==> src/rtl/hist_pkg.sv <==
`default_nettype none
// ============================================================================
//  Module      : hist_pkg
//  Description : Shared types and constants for the histogram readout
//                transmitter: FSM state encoding, default frame marker,
//                clear-pulse length and frame length helper.
//  Revision    : 1.0  initial release
// ============================================================================
package hist_pkg;

    // Readout FSM states; CLEAR is only reachable with HIST_CLEAR_AFTER_READ_EN
    typedef enum logic [2:0] {
        ST_IDLE  = 3'd0,
        ST_SNAP  = 3'd1,
        ST_HDR   = 3'd2,
        ST_CNT   = 3'd3,
        ST_DATA  = 3'd4,
        ST_CSUM  = 3'd5,
        ST_CLEAR = 3'd6
    } hist_state_e;

    localparam logic [7:0] HDR_BYTE_DEFAULT = 8'hA5;

    // Long enough to pass through the histogram block's 2-stage synchronizer
    localparam int CLEAR_CYCLES = 4;

    // Header + count + payload + checksum
    function automatic int frame_len(input int nbins, input int binw);
        return 3 + nbins * (binw / 8);
    endfunction

endpackage
`default_nettype wire

==> src/rtl/hist_byte_mux.sv <==
`default_nettype none
// ============================================================================
//  Module      : hist_byte_mux
//  Description : Combinational selection of byte [byte_idx] of snapshot
//                entry [bin_idx]. Out-of-range indices return 0.
//  Revision    : 1.0  initial release
// ============================================================================
module hist_byte_mux #(
    parameter int NBINS = 8,
    parameter int BINW  = 32
) (
    input  logic [NBINS*BINW-1:0] snap,
    input  logic [7:0]            bin_idx,
    input  logic [1:0]            byte_idx,
    output logic [7:0]            data_byte
);

    // Select one byte of the snapshot; entries are packed LSB-first
    always_comb begin
        data_byte = 8'h00;
        for (int i = 0; i < NBINS; i++) begin
            for (int j = 0; j < BINW / 8; j++) begin
                if (bin_idx == 8'(i) && byte_idx == 2'(j)) begin
                    data_byte = snap[i*BINW + j*8 +: 8];
                end
            end
        end
    end

endmodule
`default_nettype wire

==> src/rtl/hist_readout_tx.sv <==
`default_nettype none
// ============================================================================
//  Module      : hist_readout_tx
//  Description : Snapshots NBINS histogram words on a start rising edge and
//                streams them as a framed byte sequence
//                (HDR, COUNT, DATA LSB-first, XOR checksum) over a
//                valid/ready byte interface.
//                Optional macro HIST_CLEAR_AFTER_READ_EN: after the frame,
//                hold resethist high for CLEAR_CYCLES cycles before idling.
//  Revision    : 1.0  initial release
// ============================================================================
module hist_readout_tx
    import hist_pkg::*;
#(
    parameter int         NBINS    = 8,
    parameter int         BINW     = 32,
    parameter logic [7:0] HDR_BYTE = HDR_BYTE_DEFAULT
) (
    input  logic                  clkin,
    input  logic                  nrst,
    input  logic                  start,
    input  logic [NBINS*BINW-1:0] hist_flat,
    input  logic                  tx_ready,
    output logic [7:0]            tx_data,
    output logic                  tx_valid,
    output logic                  busy,
    output logic                  done,
    output logic                  resethist
);

    localparam logic [1:0] LAST_BYTE = 2'(BINW / 8 - 1);
    localparam logic [7:0] LAST_BIN  = 8'(NBINS - 1);
    localparam logic [7:0] CNT_BYTE  = 8'(NBINS);

    hist_state_e           state;
    logic                  start_d;
    logic                  start_rise;
    logic                  xfer;
    logic [NBINS*BINW-1:0] snap;
    logic [7:0]            bin_idx;
    logic [1:0]            byte_idx;
    logic [7:0]            csum;
    logic [7:0]            data_byte;

    assign start_rise = start & ~start_d;
    assign xfer       = tx_valid & tx_ready;

    // Outputs decode directly from the state register so reset clears them at once
    assign tx_valid = (state == ST_HDR) || (state == ST_CNT) ||
                      (state == ST_DATA) || (state == ST_CSUM);
    assign busy     = (state != ST_IDLE);

    hist_byte_mux #(
        .NBINS (NBINS),
        .BINW  (BINW)
    ) u_byte_mux (
        .snap      (snap),
        .bin_idx   (bin_idx),
        .byte_idx  (byte_idx),
        .data_byte (data_byte)
    );

    // Byte presented to the sink; stable while stalled because it depends only on registers
    always_comb begin
        case (state)
            ST_HDR:  tx_data = HDR_BYTE;
            ST_CNT:  tx_data = CNT_BYTE;
            ST_DATA: tx_data = data_byte;
            ST_CSUM: tx_data = csum;
            default: tx_data = 8'h00;
        endcase
    end

`ifdef HIST_CLEAR_AFTER_READ_EN
    logic [2:0] clr_cnt;

    assign resethist = (state == ST_CLEAR);

    // Counts cycles spent in CLEAR
    always_ff @(posedge clkin or negedge nrst) begin
        if (!nrst) begin
            clr_cnt <= 3'd0;
        end else if (state == ST_CLEAR) begin
            clr_cnt <= clr_cnt + 3'd1;
        end else begin
            clr_cnt <= 3'd0;
        end
    end
`else
    assign resethist = 1'b0;
`endif

    // Start edge detector history
    always_ff @(posedge clkin or negedge nrst) begin
        if (!nrst) begin
            start_d <= 1'b0;
        end else begin
            start_d <= start;
        end
    end

    // Readout FSM with snapshot, index counters, checksum and done pulse
    always_ff @(posedge clkin or negedge nrst) begin
        if (!nrst) begin
            state    <= ST_IDLE;
            snap     <= '0;
            bin_idx  <= 8'd0;
            byte_idx <= 2'd0;
            csum     <= 8'h00;
            done     <= 1'b0;
        end else begin
            done <= 1'b0;
            if (xfer && state != ST_CSUM) begin
                csum <= csum ^ tx_data;
            end
            case (state)
                ST_IDLE: begin
                    if (start_rise) begin
                        state <= ST_SNAP;
                    end
                end
                ST_SNAP: begin
                    snap     <= hist_flat;
                    csum     <= 8'h00;
                    bin_idx  <= 8'd0;
                    byte_idx <= 2'd0;
                    state    <= ST_HDR;
                end
                ST_HDR: begin
                    if (xfer) begin
                        state <= ST_CNT;
                    end
                end
                ST_CNT: begin
                    if (xfer) begin
                        state <= ST_DATA;
                    end
                end
                ST_DATA: begin
                    if (xfer) begin
                        if (byte_idx == LAST_BYTE) begin
                            byte_idx <= 2'd0;
                            if (bin_idx == LAST_BIN) begin
                                state <= ST_CSUM;
                            end else begin
                                bin_idx <= bin_idx + 8'd1;
                            end
                        end else begin
                            byte_idx <= byte_idx + 2'd1;
                        end
                    end
                end
                ST_CSUM: begin
                    if (xfer) begin
                        done <= 1'b1;
`ifdef HIST_CLEAR_AFTER_READ_EN
                        state <= ST_CLEAR;
`else
                        state <= ST_IDLE;
`endif
                    end
                end
`ifdef HIST_CLEAR_AFTER_READ_EN
                ST_CLEAR: begin
                    if (clr_cnt == 3'(CLEAR_CYCLES - 1)) begin
                        state <= ST_IDLE;
                    end
                end
`endif
                default: state <= ST_IDLE;
            endcase
        end
    end

endmodule
`default_nettype wire

==> config.mk <==
export PLATFORM = sky130hd
export DESIGN_NAME = hist_readout_tx
export DESIGN_NICKNAME = d
export VERILOG_FILES = /design/src/rtl/hist_pkg.sv /design/src/rtl/hist_byte_mux.sv /design/src/rtl/hist_readout_tx.sv
export SDC_FILE = /design/constraint.sdc
export NUM_CORES = 1
export LEC_CHECK = 0
export ABC_CLOCK_PERIOD_IN_PS = 3100
export CAP_MARGIN = 20
export CORE_MARGIN = 4
export CORE_UTILIZATION = 37
export CTS_BUF_LIST = sky130_fd_sc_hd__clkbuf_4 sky130_fd_sc_hd__clkbuf_8
export DETAILED_ROUTE_END_ITERATION = 8
export PLACE_DENSITY_LB_ADDON = 0.3
export SLEW_MARGIN = 5
export SYNTH_ARGS = -nofsm -noshare
export SYNTH_HDL_FRONTEND = slang
export SYNTH_SLANG_ARGS = --single-unit
==> constraint.sdc <==
create_clock -name clkin -period 3.1 [get_ports clkin]
set_clock_uncertainty 0.2 [all_clocks]
set_input_delay 0.31 -clock clkin [delete_from_list [all_inputs] [get_ports clkin]]
set_output_delay 0.31 -clock clkin [all_outputs]
set_load 0.1 [all_outputs]
==> reports/qor.yml <==
run_status:
  outcome: "finished, violations left"
  failed_checks: "negative setup slack"
clock_network:
  cts.clk_slew.worst_paths_ps: 60
  clock_latency_ps: 600
  h-tree-depth: 2
  ctsLongestPathBuffers: 3
  cts_buffers: 47
  tritoncts: "yes"
  root_buffer: "clkbuf_8"
  clock-sinks: 279
floorplan:
  die_w_microns: 207.2
  die_h_microns: 207.2
  die_area_sq_mm: 0.04292
  pin_count: 272
  start_util_pct: 37.72
  num_rows: 72
  core_sq_mm: 0.03892
sta:
  worst_pin_slew_ps: 825.8
  rsz0062_at_grt: "true"
  max_freq_mhz: 247.8
  layout_min_cycle_time_ps: 4036
  hold_slack_ps: 35.38
  worst_slack_ps: -935.9
  hold_viol: 0
  finalSetupViolations: 14
  fin_crit_sh_pct: 130.2
  slew_violations: 0
  slew-limit-headroom_pct: 44.95
place:
  place_congestion: 0.9836
  dp_hpwl_microns: 47090
  numPortBuffers: 270
  placed_cell_area_sq_mm: 0.01998
power_and_ir_drop:
  p_per_area_mw_per_mm2: 874.7
  peakVddDrop_mv: 0.4929
  p_int_uw: 11320
  p_clk_share_pct: 19.0
  p_sw_uw: 8199
  comb_power_share_pct: 45.6
  switching_share_pct: 42.00
  p_seq_share_pct: 35.4
  p_leak_uw: 0.01045
logic_synthesis:
  syn_inst: 1861
  avgSynthCellArea_sq_um: 7.887
  synth.distinct_cells: 86
  ys_seq_elements: 279
  synth_top_area_cell: "dfrtp_1"
  async_reset_ff_share_pct: 100.0
  synthTopCellsByArea: "dfrtp_1 (48%), nand2_1 (21%), clkbuf_1 (2.7%)"
  synth.yosys.seq_area_share_pct: 47.57
  yosysTopAreaCellShare_pct: 47.57
  ys.flop_type: "dfrtp_1"
  synthesis.nets: 2129
  synth-edff-count: 0
  syn_area_sq_mm: 0.01468
  synth_warnings: 0
setup_path:
  crit_family: "compound AO/OA/AOI/OAI gates"
  path_cells: "inv_2 > ha_4 > buf_4 > buf_8 > nor3b_1 > nor3_1 > a21oi_1 > o21a_1 > o41ai_4 > a21oi_2 > or3_1 > a21oi_4 > buf_12"
  crit_buf_inv: 4
  critPathMaxStageDelay_ps: 420
  slowest_stage: "dfrtp_1"
  crit_fanout: 19
  critPathArrivalTime_ps: 3530
  crit_path_start_kind: "flop"
  path_class: "reg2out"
  cp.required_ps: 2590
  cp-end-kind: "primary output"
layout:
  num-nets-final: 2616
  layout_commonest_cell: "nand2_1"
  drive_gt1_share_pct: 23.37
  syn2layout_area_growth_pct: 52.08
  final_cell_mix: "nand2_1 (826), dfrtp_1 (277), clkdlybuf4s50_1 (258)"
  antenna_cells: 0
  postLayoutCellArea_sq_mm: 0.02232
  nFillCells: 3536
  multi_input_area_sq_mm: 0.008098
  regArea_sq_mm: 0.006984
routing:
  routed_wl_microns: 60730
  routedWlPerCell_microns: 20.96
  vias: 15340
  drc: 0
  first_pass_iters: 7
  initialDrtViolationCount: 1246
  antenna_left: 0
  vias_per_cell: 5.295
global_route:
  grt_max_degree: 112
  grt_pass1_vias: 15451
  grt_pass1_wl_microns: 91650
  antenna_found_initial: 0
  grt_usage_pct: 27.10
  gr-total-overflow: 0
worst_hold_path:
  min_path_type: "in2reg"
job:
  cap_violations: 0
[area by class of cell]
type | count | area share (%)
Clock buffer | 69 | 3.918
Clock inverter | 11 | 0.8184
Inverter | 27 | 0.4877
Multi-Input combinational cell | 1423 | 36.28
Sequential cell | 279 | 31.29
Tap cell | 518 | 2.904
Timing Repair Buffer | 570 | 24.30
[per-layer routing]
layer	track usage [%]	wire length, microns
met2	43.50	28340
met3	4.493	3613
met1	38.42	27390
met4	7.136	1383
met5	0	0
[registers in the layout (all words and copies together), names as in the netlist]
name,cells
bin_idx,8
byte_idx,2
csum,8
done,1
snap,256
start_d,1
state,3
[cell usage after synthesis, types with 5 or more instances]
master,n
a211o_1,6
a211oi_1,22
a21o_1,7
a21oi_1,46
a221o_1,5
a221oi_1,18
a22o_1,6
a22oi_1,11
a31oi_1,15
and2_1,11
and3_1,6
buf_1,9
buf_2,15
clkbuf_1,104
dfrtp_1,279
ha_1,8
inv_1,27
mux2i_1,6
nand2_1,831
nand2b_1,14
nand3_1,43
nand3b_1,5
nand4_1,11
nor2_1,56
nor2b_1,14
nor3_1,24
nor3b_1,9
nor4_1,7
o2111ai_1,11
o211ai_1,12
o21ai_0,74
o221ai_1,8
o22ai_1,13
o31ai_1,5
or2_2,5
or3_1,9
or4_1,5
[cell families (layout without fill, tap and decap cells)]
family | after synthesis | count (layout) | share of synthesized area, %
and+or+nand+nor | 1089 | 1089 | 31.77
AOI/OAI and AO/OA | 311 | 311 | 14.68
DFF | 279 | 279 | 47.57
buffers and inverters | 159 | 677 | 4.373
adders and majority gates | 8 | 8 | 0.6820
xor gates and xnor gates | 7 | 7 | 0.4177
muxes | 7 | 7 | 0.4859
other | 1 | 1 | 0.02555
[final timing paths]
| check | depth (start not counted) | slack [ps] | startpoint | endpoint |
|---|---|---|---|---|
| setup / recovery | 13 | -940 | byte_idx[0] | tx_data[1] |
| min in group asynchronous | 2 | 160 | nrst | snap[1] |
| hold / removal | 3 | 40 | hist_flat[83] | snap[83] |
| setup reg to reg | 13 | -300 | byte_idx[0] | csum[0] |
| hold reg to reg | 2 | 270 | snap[30] | snap[30] |
| max in group asynchronous | 3 | 1750 | nrst | snap[63] |
[power groups by stage]
| stage | combinational [uW] | clock, uW | sequential, uW |
|---|---|---|---|
| after CTS | 8220 | 3790 | 6840 |
| after global routing | 9750 | 3960 | 7040 |
| after floorplan | 5030 | 0 | 6130 |
| after detailed placement | 7890 | 0 | 6870 |
| after global placement | 7730 | 0 | 6870 |
| final | 8900 | 3710 | 6920 |
[stage by stage]
stage          total power (uW)  cells  worst slack [ps]  utilization [%]  setup TNS, ps
6_report                  19520   2897            -935.9            57.36          -8007
5_1_grt                   20750   2897             -1036            57.36          -9225
2_1_floorplan             11160   1861            -328.1                -          -1380
3_5_place_dp              14760   2777            -591.7            51.33          -6688
3_3_place_gp              14600   2777            -550.7            51.33          -6280
4_1_cts                   18860   2872             -1038            54.98          -9285
[worst register-to-register path, stage by stage (launching register included)]
cell and delay (ps):
dfrtp_1 430, buf_4 170, ha_4 210, buf_6 150, or3_1 400, buf_4 180, o211ai_1 160, o211ai_1 160
a21o_1 180, a41o_2 290, a221oi_4 360, buf_4 180, nand3_2 70, mux2i_1 150
[repair_timing]
item | in CTS | in global routing
resized for setup | 53 | 151
hold endpoints to repair | 96 | 0
endpoints found under the setup margin | 16 | 16
hold buffers | 5 | 0
pin swaps | 12 | 48
buffers inserted | 10 | 29
No activity file was read; power rests on OpenSTA's default activity.
